--- src/rtl/reload_timer_pkg.sv ---
// Shared types and constants for the auto-reload timer.
package reload_timer_pkg;

  typedef enum logic [1:0] {
    StIdle,
    StRun,
    StDone
  } state_e;

  localparam logic DIR_UP   = 1'b0;
  localparam logic DIR_DOWN = 1'b1;

endpackage

--- src/rtl/reload_timer_if.sv ---
// Control/status bundle of the auto-reload timer.
interface reload_timer_if #(
  parameter int unsigned WIDTH      = 8,
  parameter int unsigned PRESCALE_W = 4
);

  logic                  start_i;
  logic                  stop_i;
  logic                  load_i;
  logic [WIDTH-1:0]      load_val_i;
  logic                  dir_i;
  logic                  oneshot_i;
  logic [PRESCALE_W-1:0] prescale_i;
  logic [WIDTH-1:0]      count_o;
  logic                  tc_o;
  logic                  running_o;
  logic                  done_o;

  modport master (
    output start_i, stop_i, load_i, load_val_i, dir_i, oneshot_i, prescale_i,
    input  count_o, tc_o, running_o, done_o
  );

  modport slave (
    input  start_i, stop_i, load_i, load_val_i, dir_i, oneshot_i, prescale_i,
    output count_o, tc_o, running_o, done_o
  );

endinterface

--- src/rtl/reload_timer_prescaler.sv ---
// Clock-enable divider: tick_o is high one cycle in every prescale_i+1 while enabled.
module reload_timer_prescaler #(
  parameter int unsigned PRESCALE_W = 4
) (
  input  logic                  clk,
  input  logic                  reset,
  input  logic                  clear_i,
  input  logic                  enable_i,
  input  logic [PRESCALE_W-1:0] prescale_i,
  output logic                  tick_o
);

  logic [PRESCALE_W-1:0] cnt_q, cnt_d;

  // >= rather than == so a lowered divisor fires at once instead of wrapping.
  assign tick_o = enable_i && !clear_i && (cnt_q >= prescale_i);

  always_comb begin
    cnt_d = cnt_q;
    if (clear_i || !enable_i || tick_o) begin
      cnt_d = '0;
    end else begin
      cnt_d = cnt_q + PRESCALE_W'(1);
    end
  end

  always_ff @(posedge clk or posedge reset) begin
    if (reset) begin
      cnt_q <= '0;
    end else begin
      cnt_q <= cnt_d;
    end
  end

endmodule

--- src/rtl/reload_timer.sv ---
// Parametrised auto-reload up/down timer with prescaler, one-shot mode and terminal-count pulse.
module reload_timer
  import reload_timer_pkg::*;
#(
  parameter int unsigned WIDTH      = 8,
  parameter int unsigned PRESCALE_W = 4
) (
  input  logic           clk,
  input  logic           reset,
  reload_timer_if.slave  bus
);

  localparam logic [WIDTH-1:0] AllOnes = '1;

  state_e           state_q, state_d;
  logic [WIDTH-1:0] count_q, count_d;
  logic [WIDTH-1:0] reload_q, reload_d;
  logic             tc_q, tc_d;
  logic             running_q, done_q;
  logic             step;
  logic             pre_clear;
  logic             terminal;

  assign pre_clear = bus.load_i | bus.stop_i | bus.start_i;
  assign terminal  = (bus.dir_i == DIR_DOWN) ? (count_q == '0) : (count_q == AllOnes);

  reload_timer_prescaler #(
    .PRESCALE_W(PRESCALE_W)
  ) u_prescaler (
    .clk       (clk),
    .reset     (reset),
    .clear_i   (pre_clear),
    .enable_i  (state_q == StRun),
    .prescale_i(bus.prescale_i),
    .tick_o    (step)
  );

  always_comb begin
    state_d  = state_q;
    count_d  = count_q;
    reload_d = reload_q;
    tc_d     = 1'b0;
    if (bus.load_i) begin
      reload_d = bus.load_val_i;
      count_d  = bus.load_val_i;
      if (bus.stop_i) begin
        state_d = StIdle;
      end else if (bus.start_i) begin
        state_d = StRun;
      end
    end else if (bus.stop_i) begin
      state_d = StIdle;
    end else if (bus.start_i) begin
      count_d = reload_q;
      state_d = StRun;
    end else if (state_q == StRun && step) begin
      if (terminal) begin
        tc_d = 1'b1;
        if (bus.oneshot_i) begin
          state_d = StDone;
        end else begin
          count_d = reload_q;
        end
      end else if (bus.dir_i == DIR_DOWN) begin
        count_d = count_q - WIDTH'(1);
      end else begin
        count_d = count_q + WIDTH'(1);
      end
    end
  end

  always_ff @(posedge clk or posedge reset) begin
    if (reset) begin
      state_q   <= StIdle;
      count_q   <= '0;
      reload_q  <= '0;
      tc_q      <= 1'b0;
      running_q <= 1'b0;
      done_q    <= 1'b0;
    end else begin
      state_q   <= state_d;
      count_q   <= count_d;
      reload_q  <= reload_d;
      tc_q      <= tc_d;
      running_q <= (state_d == StRun);
      done_q    <= (state_d == StDone);
    end
  end

  assign bus.count_o   = count_q;
  assign bus.tc_o      = tc_q;
  assign bus.running_o = running_q;
  assign bus.done_o    = done_q;

endmodule

--- src/flat_wrapper.sv ---
// flat-port wrapper written by rule: the top's interface ports become plain ports
module reload_timer_flat import reload_timer_pkg::*;
#(
  parameter int unsigned WIDTH      = 8,
  parameter int unsigned PRESCALE_W = 4
)
  (clk, reset, bus_start_i, bus_stop_i, bus_load_i, bus_load_val_i, bus_dir_i, bus_oneshot_i, bus_prescale_i, bus_count_o, bus_tc_o, bus_running_o, bus_done_o);
  reload_timer_if #(.WIDTH(WIDTH), .PRESCALE_W(PRESCALE_W)) bus_i ();
  input  logic clk;
  input  logic reset;
  input wire logic [$bits(bus_i.start_i)-1:0] bus_start_i;
  input wire logic [$bits(bus_i.stop_i)-1:0] bus_stop_i;
  input wire logic [$bits(bus_i.load_i)-1:0] bus_load_i;
  input wire logic [$bits(bus_i.load_val_i)-1:0] bus_load_val_i;
  input wire logic [$bits(bus_i.dir_i)-1:0] bus_dir_i;
  input wire logic [$bits(bus_i.oneshot_i)-1:0] bus_oneshot_i;
  input wire logic [$bits(bus_i.prescale_i)-1:0] bus_prescale_i;
  output wire logic [$bits(bus_i.count_o)-1:0] bus_count_o;
  output wire logic [$bits(bus_i.tc_o)-1:0] bus_tc_o;
  output wire logic [$bits(bus_i.running_o)-1:0] bus_running_o;
  output wire logic [$bits(bus_i.done_o)-1:0] bus_done_o;
  assign bus_i.start_i = bus_start_i;
  assign bus_i.stop_i = bus_stop_i;
  assign bus_i.load_i = bus_load_i;
  assign bus_i.load_val_i = bus_load_val_i;
  assign bus_i.dir_i = bus_dir_i;
  assign bus_i.oneshot_i = bus_oneshot_i;
  assign bus_i.prescale_i = bus_prescale_i;
  assign bus_count_o = bus_i.count_o;
  assign bus_tc_o = bus_i.tc_o;
  assign bus_running_o = bus_i.running_o;
  assign bus_done_o = bus_i.done_o;
  reload_timer #(.WIDTH(WIDTH), .PRESCALE_W(PRESCALE_W)) u_core (.clk(clk), .reset(reset), .bus(bus_i));
endmodule
--- config.mk ---
export PLATFORM = sky130hd
export DESIGN_NAME = reload_timer_flat
export DESIGN_NICKNAME = d
export VERILOG_FILES = /design/src/rtl/reload_timer_pkg.sv /design/src/rtl/reload_timer_if.sv /design/src/rtl/reload_timer_prescaler.sv /design/src/rtl/reload_timer.sv /design/src/flat_wrapper.sv
export SDC_FILE = /design/constraint.sdc
export NUM_CORES = 1
export LEC_CHECK = 0
export ABC_AREA = 0
export BUFFER_PORTS_ARGS = -buffer_cell sky130_fd_sc_hd__buf_2
export CAP_MARGIN = 20
export CORE_ASPECT_RATIO = 2
export CORE_MARGIN = 1
export CORE_UTILIZATION = 30
export DETAILED_ROUTE_END_ITERATION = 8
export PLACE_DENSITY = 0.56
export SYNTH_ARGS = -nofsm -noshare
export SYNTH_HDL_FRONTEND = slang
export SYNTH_SLANG_ARGS = --single-unit
export TNS_END_PERCENT = 20
--- constraint.sdc ---
create_clock -name clk -period 2.6 [get_ports clk]
set_clock_uncertainty 0.2 [all_clocks]
set_input_delay 0.65 -clock clk [delete_from_list [all_inputs] [get_ports clk]]
set_output_delay 0.65 -clock clk [all_outputs]
set_load 0.02 [all_outputs]
==> After elaboration in Yosys (flattened, before gate mapping) <==
Index checks and enable logic that the tools add are counted.
{ "word_totals": {"rom_bits": 0, "latch_bits": 0, "regBits": 25, "ram_bits": 0, "mem_count": 0, "inputBits": 19, "out_inout_bits": 11, "elab_cells": 51} }
{ "op_classes": {"bitwise_logic": 2, "shifts": 0, "muxes": 22, "div_mod_pow": 0, "add_sub_neg": 3, "mul": 0, "order_cmp": 1, "reduce_logical": 10, "eq_ne": 6} }
{ "op_table": {"columns": ["cell", "n"], "rows": [
  ["8-bit two-way mux", 7],
  ["2-bit two-way mux", 8],
  ["8-bit by 1-bit adder with 8-bit output, second input constant", 1],
  ["8-bit equality test, second input constant", 1],
  ["8-bit zero test", 1],
  ["8-bit by 1-bit subtractor with 8-bit output, second input constant", 1],
  ["1-bit two-way mux", 6],
  ["4-bit by 1-bit adder with 4-bit output, second input constant", 1],
  ["2-bit by 1-bit equality test with 1-bit output, second input constant", 2],
  ["4-bit >= comparator", 1],
  ["4-bit two-way mux", 1],
  ["4-bit != test, second input constant", 1],
  ["1-bit logical AND", 3],
  ["3-bit AND reduction", 1],
  ["3-bit nonzero test", 1],
  ["2-bit equality test, second input constant", 1],
  ["1-bit zero test", 2],
  ["1-bit logical OR", 2],
  ["2-bit by 1-bit != test with 1-bit output, second input constant", 1],
  ["1-bit OR", 2]
]} }

==> Logic depth before layout (Yosys ltp) <==
Gate-level depths: netlist of run 1.
{ "logic_depth": {"ltp_word": 11, "ltp_mapped": 9, "depth_no_buf": 8} }

==> Hierarchy <==
From an unflattened synthesis of run 1, not the netlist that was laid out.
{ "hier_totals": {"cells_unflattened": 198, "area_unflattened_um2": 1773.0} }
{ "by_module_without_submodules": {"columns": ["mod", "cells_per_inst", "n_inst", "area_per_inst_um2", "seq_area_each_um2"], "rows": [
  ["reload_timer", 170, 1, 1498.9, 525.5],
  ["reload_timer_prescaler", 28, 1, 274.0, 100.1]
]} }

==> Least setup slack after synthesis of run 1 <==
No wires, ideal clock.
{ "synth_path": {"path_type": "input port to flip-flop", "from": "input port bus_dir_i", "to": "register u_core.count_q[2] (netlist: u_core.bus.count_o[2])", "t_arrival_ps": 2273, "path_slack_ps": 2, "setup_ps": 125, "required_time_ps": 2275, "path_stages": 6, "n_path_buf": 1, "cell_sequence": "or4b_4 nor4_4 o21ai_2 a311oi_4 buf_6 mux2_4"} }
{ "synth_via": {"elab_chain_len": 6, "word_cells_on_any_way": 9, "classes_between": "eq/ne (1); mux (7); reduce/logical (1)"} }
{ "synth_lines": {"columns": ["element", "line", "text"], "rows": [
  ["from (decl)", "flat_wrapper.sv:15", "input wire logic [$bits(bus_i.dir_i)-1:0] bus_dir_i;"],
  ["8-bit two-way mux / 1-bit two-way mux (equally long branches)", "reload_timer.sv:64, reload_timer.sv:25", null],
  ["8-bit two-way mux", "reload_timer.sv:57", "if (terminal) begin"],
  ["8-bit two-way mux", "reload_timer.sv:56", "end else if (state_q == StRun && step) begin"],
  ["8-bit two-way mux", "reload_timer.sv:53", "end else if (bus.start_i) begin"],
  ["8-bit two-way mux", "reload_timer.sv:51", "end else if (bus.stop_i) begin"],
  ["8-bit two-way mux", "reload_timer.sv:43", "if (bus.load_i) begin"],
  ["to (signal assigned)", "reload_timer.sv:82", "count_q <= count_d;"],
  ["to (decl)", "reload_timer.sv:16", "logic [WIDTH-1:0] count_q, count_d;"]
]} }
Parallel ways exist; a longest one is shown, timed or not. The select of a mux whose other input is x is not followed.
A chain may end at the register's enable or synchronous reset.

==> Worst setup path after layout of run 1 <==
{ "layout_path": {"from": "register u_core.count_q[2] (netlist: u_core.bus.count_o[2])", "to": "register u_core.count_q[6] (netlist: u_core.bus.count_o[6])"} }
{ "layout_via": {"elab_chain_len": 7, "word_cells_on_any_way": 13, "classes_between": "add/sub (2); eq/ne (2); mux (7); reduce/logical (2)"} }
{ "layout_lines": {"columns": ["element", "line", "text"], "rows": [
  ["8-bit by 1-bit adder with 8-bit output, or another cell as far along", "reload_timer.sv:67", "count_d = count_q + WIDTH'(1);"],
  ["8-bit two-way mux / 1-bit two-way mux (equally long branches)", "reload_timer.sv:64, reload_timer.sv:25", null],
  ["8-bit two-way mux", "reload_timer.sv:57", null],
  ["8-bit two-way mux", "reload_timer.sv:56", null],
  ["8-bit two-way mux", "reload_timer.sv:53", null],
  ["8-bit two-way mux", "reload_timer.sv:51", null],
  ["8-bit two-way mux", "reload_timer.sv:43", null]
]} }
Parallel ways exist; a longest one is shown, timed or not. The select of a mux whose other input is x is not followed.

==> metrics.md, run 1 <==
| Metric | Value |
|---|---|
| Status | finished, final reports clean |
| Setup_tns | 0 ps |
| Post-synthesis compound-gate area fraction | 0.173 |
| CP arrival | 2400 ps |
| Syn Area/Cell | 9.81 um2 |
| RSZ-0062 raised after global routing | no |
| Via count | 1325 |
| Slew Limit Fails | 0 |
| Startpoint Class | flip-flop |
| Global Route Usage Sum | 0.140 |
| NumNets Final | 241 |
| Worst hold path type | in2async |
| Critical Path End Type | flip-flop |
| DRT Pass-1 Iters | 4 |
| Worst-path maximum fanout | 4 |
| Hold Buf Count CTS | 0 |
| CTS H-tree lvls | 1 |
| Part of the cycle the worst path needs | 0.940 |
| Worst path required time | 2550 ps |
| Most frequent cells in the layout | buf_2, dfrtp_1, buf_4 |
| Final cell count without fillers | 267 |
| Final GP Congestion | 0.794 |
| Fin. Hold Viols | 0 |
| Unique masters post-synth | 43 |
| Via/cell ratio | 4.96 |
| Leading cell type in the layout, fill and taps excluded | buf_2 |
| Clock tree root driver cell | clkbuf_8 |
| Pin slew with the least headroom to its limit | 566 ps |
| Ys Warns | 0 |
| Worst VDD drop | 0.238 mV |
| Main combinational cell family by area after synthesis | compound AO/OA/AOI/OAI gates |
| Routed wire length | 3440 um |
| Post-synth net total | 195 |
| Slew headroom | 0.619 |
| Number of setup buffers added after CTS | 0 |
| Min Tclk post-route | 2440 ps |
| Pin count of the biggest net entering global routing | 26 |
| ANT nets after route | 0 |
| Die H | 106 um |
| Final setup violation count | 0 |
| TritonCTS buffer count | 3 |
| Mapped cell area | 1610 um2 |
| Simple-Gate Fraction of Synth Area | 0.160 |
| Vias in the first global route | 1388 |
| Initial antenna violation count | 0 |
| Iteration-0 DRC Markers | 19 |
| Global-route wire length before repair | 5790 um |
| Crit path kind | reg2reg |
| Post-DP HPWL | 2870 um |
| Clock transition at path regs | 90 ps |
| Mux cell area share after synthesis | 0.0879 |
| Post_cts resized | 0 |
| Syn Inst Count | 164 |
| F_max | 409 MHz |
| Io pins | 30 |
| CTS tree | yes |
| Worst skew pair latency | 270 ps |
| Seq cells post-synth | 25 |
| Leak pwr | 0.952 nW |
| WL per Instance | 12.9 um |
| Power density over the cells | 565 nW/um2 |
| Core area | 5140 um2 |
| GR Overflow Total | 0 |
| Clock Path Buffers | 2 |
| Adder-Cell Fraction of Synth Area | 0.0980 |
| # clock sinks | 25 |
| IO buf count | 29 |
| Row count | 37 |
| Xor/xnor cell area share of the yosys netlist | 0.0381 |
| Die X | 53.8 um |
| Max Cap Viol | 0 |
| Placed Instances | 263 |
| Die area | 5680 um2 |
| Share of cells above drive strength 1 | 0.301 |
| Initial Utilization | 0.313 |
| Antenna Cells | 0 |
| Area growth, synth to finish | 22.6% |
| Post-route DRC | 0 |
| Seq/Total Area, Yosys | 0.389 |
-- routing by layer --
metal,global-route usage,wire length [um]
met1,0.127,1220
met2,0.272,2020
met3,0.0130,114
met4,0.0752,87
met5,0,0
-- cell families (layout without fill, tap and decap cells) --
family | Yosys count | after routing
DFF | 25 | 25
buffers and inverters | 21 | 66
AOI/OAI and AO/OA | 41 | 41
muxes | 13 | 13
and+or+nand+nor | 45 | 45
adders and majority gates | 12 | 12
xor gates and xnor gates | 7 | 7
-- stage by stage --
step           hold WS, ps  total power, mW   util  cell area, um2  setup WS [ps]
6_report               215             1.12  0.384            1970            157
3_3_place_gp           282            0.899  0.375            1930           -113
5_1_grt                234             1.19  0.384            1970           3.45
3_5_place_dp           287            0.902  0.375            1930           -154
2_1_floorplan          253            0.743      -            1610           2.30
4_1_cts                223             1.14  0.384            1970            132
-- worst max-delay path, cell delays in order (launching register included) --
cell	delay [ps]
dfrtp_1	400
buf_4	160
ha_1	290
nor2b_1	140
o31a_1	260
o21a_1	180
or3_1	310
a311oi_1	290
o31ai_1	110
-- cells in the mapped netlist (all sizes together) --
cell    number  share of area
dfrtp       25           0.39
inv         16          0.037
o21ai       15          0.049
nand2       12          0.028
ha          11          0.086
nor2         8          0.019
a21oi        7          0.022
mux2i        7          0.044
mux2         6          0.044
nor2b        6          0.023
a211oi       5          0.023
xnor2        5          0.027
clkbuf       3         0.0070
nand3        3         0.0093
nor3         3          0.012
o31ai        3          0.014
a311oi       2          0.022
buf          2          0.010
nand2b       2         0.0078
nor4         2          0.017
o21a         2         0.0093
o21bai       2         0.0093
or3          2         0.0078
xor2         2          0.011
a21o         1         0.0047
a221oi       1         0.0054
a22oi        1         0.0047
a31oi        1         0.0039
and2b        1         0.0054
and3         1         0.0039
fa           1          0.012
nand4        1         0.0039
nand4b       1         0.0054
nor3b        1         0.0047
o31a         1         0.0054
or2          1         0.0039
or4b         1         0.0086
-- flip-flops by register name, indices dropped and copies added, names as in the netlist --
name	flops
u_core.bus.tc_o	1
u_core.bus.running_o	1
u_core.state_q	2
u_core.bus.count_o	8
u_core.bus.done_o	1
u_core.reload_q	8
u_core.u_prescaler.cnt_q	4
-- power by group --
group          total [mW]  internal (mW)  switching (mW)
combinational       0.419          0.201           0.218
clock               0.233          0.107           0.125
sequential          0.464          0.426          0.0374
total                1.12          0.734           0.381
-- path summary, 6_finish.rpt --
kind	slack, ps	cells past startpoint	to	from
min in group clk	290	1	u_core.u_prescaler.cnt_q[0]	u_core.u_prescaler.cnt_q[0]
hold / removal	220	3	u_core.u_prescaler.cnt_q[1]	reset
setup / recovery	160	8	u_core.bus.count_o[6]	u_core.bus.count_o[2]
hold reg to reg	290	1	u_core.u_prescaler.cnt_q[0]	u_core.u_prescaler.cnt_q[0]
max in group asynchronous	1740	3	u_core.u_prescaler.cnt_q[0]	reset
setup reg to reg	160	8	u_core.bus.count_o[6]	u_core.bus.count_o[2]
-- layout make-up --
type	instances	area, um2
fillers	534	3170
multi-input cells	118	896
flip-flops and latches	25	626
repair buffers	46	273
well taps	58	72.6
inverters	16	60.1
clock buffers	3	41.3
clock inverters	1	5.00
Power figures use the tool's default switching activity.
==> run 2: changes to the inputs <==
- CTS_CLUSTER_DIAMETER: default -> 200
- PLACE_DENSITY: 0.56 -> 0.54
- clock period: 2.6 -> 3.15 ns (I/O delays scaled with it)
==> run 2 against run 1 <==
Critical path depth up 2. Sequential power down 15%. Global-route usage up 0.27 points. Non-clock buffer count down 13. Register-to-register slack better by 480 ps. Critical endpoint unchanged.
==> metrics.md, run 2 (synthesis gave the netlist of run 1 again) <==
| Metric | Value |
|---|---|
| Status | finished, final reports clean |
| Setup_tns | 0 ps |
| Reg2Reg Setup Slack | 640 ps |
| Area growth, synth to finish | 16.6% |
| Die H | 106 um |
| Via count | 1284 |
| Most frequent cells in the layout | buf_2, dfrtp_1, inv_1 |
| R2R depth | 7 |
| Reg2reg start | u_core.bus.count_o[2] |
| Clock Path Buffers | 2 |
| # clock sinks | 25 |
| Crit path kind | in2reg |
| Slew headroom | 0.634 |
| DRT Pass-1 Iters | 2 |
| Initial Utilization | 0.313 |
| Max Cap Viol | 0 |
| Worst Hold Depth | 1 |
| Final setup violation count | 0 |
| Post-DP HPWL | 2830 um |
| Io pins | 30 |
| Critical Path End Type | flip-flop |
| Worst r2r dst | u_core.bus.count_o[7] |
| Die area | 5680 um2 |
| Row count | 37 |
| Routed wire length | 3530 um |
| Startpoint Class | input port |
| Worst hold path type | reg2reg |
| Hold Buf Count CTS | 0 |
| Core area | 5140 um2 |
| Post_cts resized | 0 |
| Min Tclk post-route | 2680 ps |
| Fin. Hold Viols | 0 |
| Worst path required time | 3100 ps |
| Comb pwr share | 0.342 |
| Worst-path maximum fanout | 6 |
| Clock share of power | 0.213 |
| Global-route wire length before repair | 6020 um |
| WL per Instance | 13.9 um |
| Worst VDD drop | 0.249 mV |
| CTS H-tree lvls | 1 |
| NumNets Final | 228 |
| Hold Path Sink | u_core.u_prescaler.cnt_q[0] |
| Slew Limit Fails | 0 |
| Post-route DRC | 0 |
| Clock tree root driver cell | clkbuf_8 |
| CP arrival | 2630 ps |
| Iteration-0 DRC Markers | 11 |
| IO buf count | 29 |
| F_max | 373 MHz |
| Worst skew pair latency | 270 ps |
| Leading cell type in the layout, fill and taps excluded | buf_2 |
| Clock transition at path regs | 80 ps |
| Share of cells above drive strength 1 | 0.255 |
| RSZ-0062 raised after global routing | no |
| Fin util | 0.365 |
| Global Route Usage Sum | 0.143 |
| Number of setup buffers added after CTS | 0 |
| Pin count of the biggest net entering global routing | 29 |
| Internal Power | 577 uW |
| Pin slew with the least headroom to its limit | 543 ps |
| Vias in the first global route | 1373 |
| ANT nets after route | 0 |
| GR Overflow Total | 0 |
| TritonCTS buffer count | 3 |
| Antenna Cells | 0 |
| Sw frac | 0.347 |
| CTS tree | yes |
| Die X | 53.8 um |
| FILL cells | 542 |
| Final GP Congestion | 0.771 |
| Hold_sp | u_core.u_prescaler.cnt_q[0] |
| Via/cell ratio | 5.06 |
| Leak pwr | 0.888 nW |
| Power density over the cells | 472 nW/um2 |
| Sw Pwr | 307 uW |
| Sequential group share of total power | 0.446 |
| Part of the cycle the worst path needs | 0.850 |
| Initial antenna violation count | 0 |
==> run 2: changes by cell type in the layout (fill, tap and decap cells not counted) <==
| cell | delta |
|---|---|
| buf_4 | -13 |
==> run 2: metrics by stage <==
stage	cell area [um2]	setup WS (ps)	hold WS, ps	instances	total power [mW]
after global placement	1830	242	284	250	0.704
after CTS	1880	470	300	254	0.902
after detailed placement	1830	201	286	250	0.709
final	1880	472	292	254	0.885
after floorplan	1610	415	253	164	0.613
after global routing	1880	359	323	254	0.954
==> run 2: how the worst max path moves through the flow <==
| stage | startpoint | to | depth (start not counted) | slack, ps |
|---|---|---|---|---|
| floorplan | bus_dir_i | u_core.bus.count_o[2] | 6 | 410 |
| global placement | bus_dir_i | u_core.bus.count_o[6] | 10 | 240 |
| detailed placement | bus_dir_i | u_core.bus.count_o[6] | 10 | 200 |
| CTS | bus_dir_i | u_core.bus.count_o[6] | 10 | 470 |
| global route | bus_dir_i | u_core.bus.count_o[6] | 10 | 360 |
| finish | bus_dir_i | u_core.bus.count_o[6] | 10 | 470 |
==> run 2: layer usage <==
metal	GRT usage	wire length, um
met1	0.143	1330
met2	0.268	2010
met3	0.0173	102
met4	0.0620	85
met5	0	0
==> run 2: cell type report <==
class                           count  area, um2  area share
Multi-Input combinational cell    118        896       0.478
Sequential cell                    25        626       0.334
Timing Repair Buffer               33        175      0.0934
Tap cell                           58       72.6      0.0387
Inverter                           16       60.1      0.0320
Clock buffer                        3       41.3      0.0220
Clock inverter                      1       5.00     0.00267
==> run 2: power by group through the flow <==
stage               sequential (mW)  combinational [mW]  clock (mW)
global route                  0.400               0.338       0.216
floorplan                     0.413               0.200           0
finish                        0.394               0.302       0.188
CTS                           0.395               0.309       0.199
detailed placement            0.400               0.309           0
global placement              0.401               0.303           0
==> run 2: critical path: stages <==
cell and delay (ps):
buf_2 130, buf_4 160, inv_1 70, fa_1 260, nor2b_1 80, o31a_1 270, o21a_1 190, or3_1 310
a311oi_1 280, o31ai_1 100
==> run 3: changes to the inputs <==
- CTS_BUF_LIST: default -> sky130_fd_sc_hd__clkbuf_16
==> run 3 against run 2 <==
Clock power increased by 48%. Utilization increased by 0.66 points. Total power increased by 10%. Flip-flop and latch count unchanged.
==> metrics.md, run 3 (synthesis gave the netlist of run 1 again) <==
| Metric | Value |
|---|---|
| Status | finished, final reports clean |
| Startpoint Class | input port |
| Part of the cycle the worst path needs | 0.844 |
| CTS tree | yes |
| Clock transition at path regs | 60 ps |
| Final Power | 975 uW |
| Post_cts resized | 0 |
| CP arrival | 2600 ps |
| Iteration-0 DRC Markers | 23 |
| Leak pwr | 0.903 nW |
| Final GP Congestion | 0.771 |
| DRT Pass-1 Iters | 4 |
| Die H | 106 um |
| Initial antenna violation count | 0 |
| Core area | 5140 um2 |
| # clock sinks | 25 |
| ANT nets after route | 0 |
| Crit path kind | in2reg |
| Share of cells above drive strength 1 | 0.255 |
| GR Overflow Total | 0 |
| Number of setup buffers added after CTS | 0 |
| Io pins | 30 |
| F_max | 376 MHz |
| Fin. Hold Viols | 0 |
| Pin slew with the least headroom to its limit | 541 ps |
| Die area | 5680 um2 |
| Met3 usage | 0.0115 |
| Die X | 53.8 um |
| Antenna Cells | 0 |
| Clock Path Buffers | 2 |
| Area growth, synth to finish | 18.7% |
| Min Tclk post-route | 2660 ps |
| TritonCTS buffer count | 3 |
| Pin count of the biggest net entering global routing | 29 |
| Hold Path Sink | u_core.u_prescaler.cnt_q[0] |
| Final setup violation count | 0 |
| NumNets Final | 228 |
| Max Cap Viol | 0 |
| Hold Buf Count CTS | 0 |
| Critical-path top delay cell | or3_1 |
| Clock tree root driver cell | clkbuf_16 |
| GR peak layer | met2 |
| Setup_tns | 0 ps |
| Row count | 37 |
| Hold_sp | u_core.u_prescaler.cnt_q[0] |
| Most frequent cells in the layout | buf_2, dfrtp_1, inv_1 |
| WL per Instance | 13.8 um |
| Worst path required time | 3090 ps |
| Worst skew pair latency | 250 ps |
| Global-route wire length before repair | 5980 um |
| Worst VDD drop | 0.280 mV |
| Worst Hold Depth | 1 |
| Slew Limit Fails | 0 |
| Power density over the cells | 511 nW/um2 |
| Reg2Reg Setup Slack | 650 ps |
| Met2 usage | 0.270 |
| Leading cell type in the layout, fill and taps excluded | buf_2 |
| Initial Utilization | 0.313 |
| Max stage delay on crit path | 310 ps |
| Worst hold path type | reg2reg |
| Critical Path, Cell by Cell | buf_2 -> buf_4 -> inv_1 -> fa_1 -> nor2b_1 -> o31a_1 -> o21a_1 -> or3_1 -> a311oi_1 -> o31ai_1 |
| RSZ-0062 raised after global routing | no |
| Global Route Usage Sum | 0.140 |
| Vias in the first global route | 1354 |
| Critical Path End Type | flip-flop |
| Met1 Use GR | 0.145 |
| Via/cell ratio | 5.06 |
| Post-DP HPWL | 2830 um |
| Worst-path maximum fanout | 6 |
| Slew headroom | 0.636 |
| Post-route DRC | 0 |
| Fin util | 0.372 |
| R2R depth | 7 |
| CTS H-tree lvls | 1 |
| Reg2reg start | u_core.bus.count_o[2] |
| Routed wire length | 3500 um |
| Via count | 1286 |
| Worst r2r dst | u_core.bus.count_o[7] |
| IO buf count | 29 |
==> run 3: cell counts in the layout (fill, tap and decap cells not counted) <==
Identical to the previous run, type by type.
==> run 3: where the power goes <==
group | switching, mW | internal (mW) | total, mW
combinational | 0.165 | 0.138 | 0.302
sequential | 0.0425 | 0.352 | 0.395
clock | 0.108 | 0.171 | 0.278
total | 0.315 | 0.661 | 0.975
==> run 3: layout make-up <==
type | count | area [um2]
clock buffer | 3 | 75.1
clock inverter | 1 | 5.00
inverter | 16 | 60.1
timing repair buffer | 33 | 175
fill | 533 | 3230
tap | 58 | 72.6
sequential | 25 | 626
multi-input combinational | 118 | 896
==> run 3: worst max path at each step <==
| stage | slack, ps | start | endpoint |
|---|---|---|---|
| CTS | 480 | bus_dir_i | u_core.bus.count_o[6] |
| detailed placement | 200 | bus_dir_i | u_core.bus.count_o[6] |
| global route | 360 | bus_dir_i | u_core.bus.count_o[6] |
| global placement | 240 | bus_dir_i | u_core.bus.count_o[6] |
| floorplan | 410 | bus_dir_i | u_core.bus.count_o[2] |
| finish | 490 | bus_dir_i | u_core.bus.count_o[6] |
==> run 3: per-stage QoR <==
step                area, um2  hold slack [ps]  std cells  setup slack (ps)
CTS                      1910              296        254               477
floorplan                1610              253        164               415
finish                   1910              289        254               490
global route             1910              319        254               361
global placement         1830              284        250               242
detailed placement       1830              286        250               201
==> run 3: critical path: cells and delay by family <==
kind	cells	cell delay, ps
compound gates	4	840
fa+ha+maj	1	240
buf+inv	3	360
simple gates	2	390
==> run 3: routing by layer <==
layer	vias up	share of wire
met4	0	0.0097
met5	-	0
met3	2	0.026
met1	620	0.39
li1	645	-
met2	19	0.58
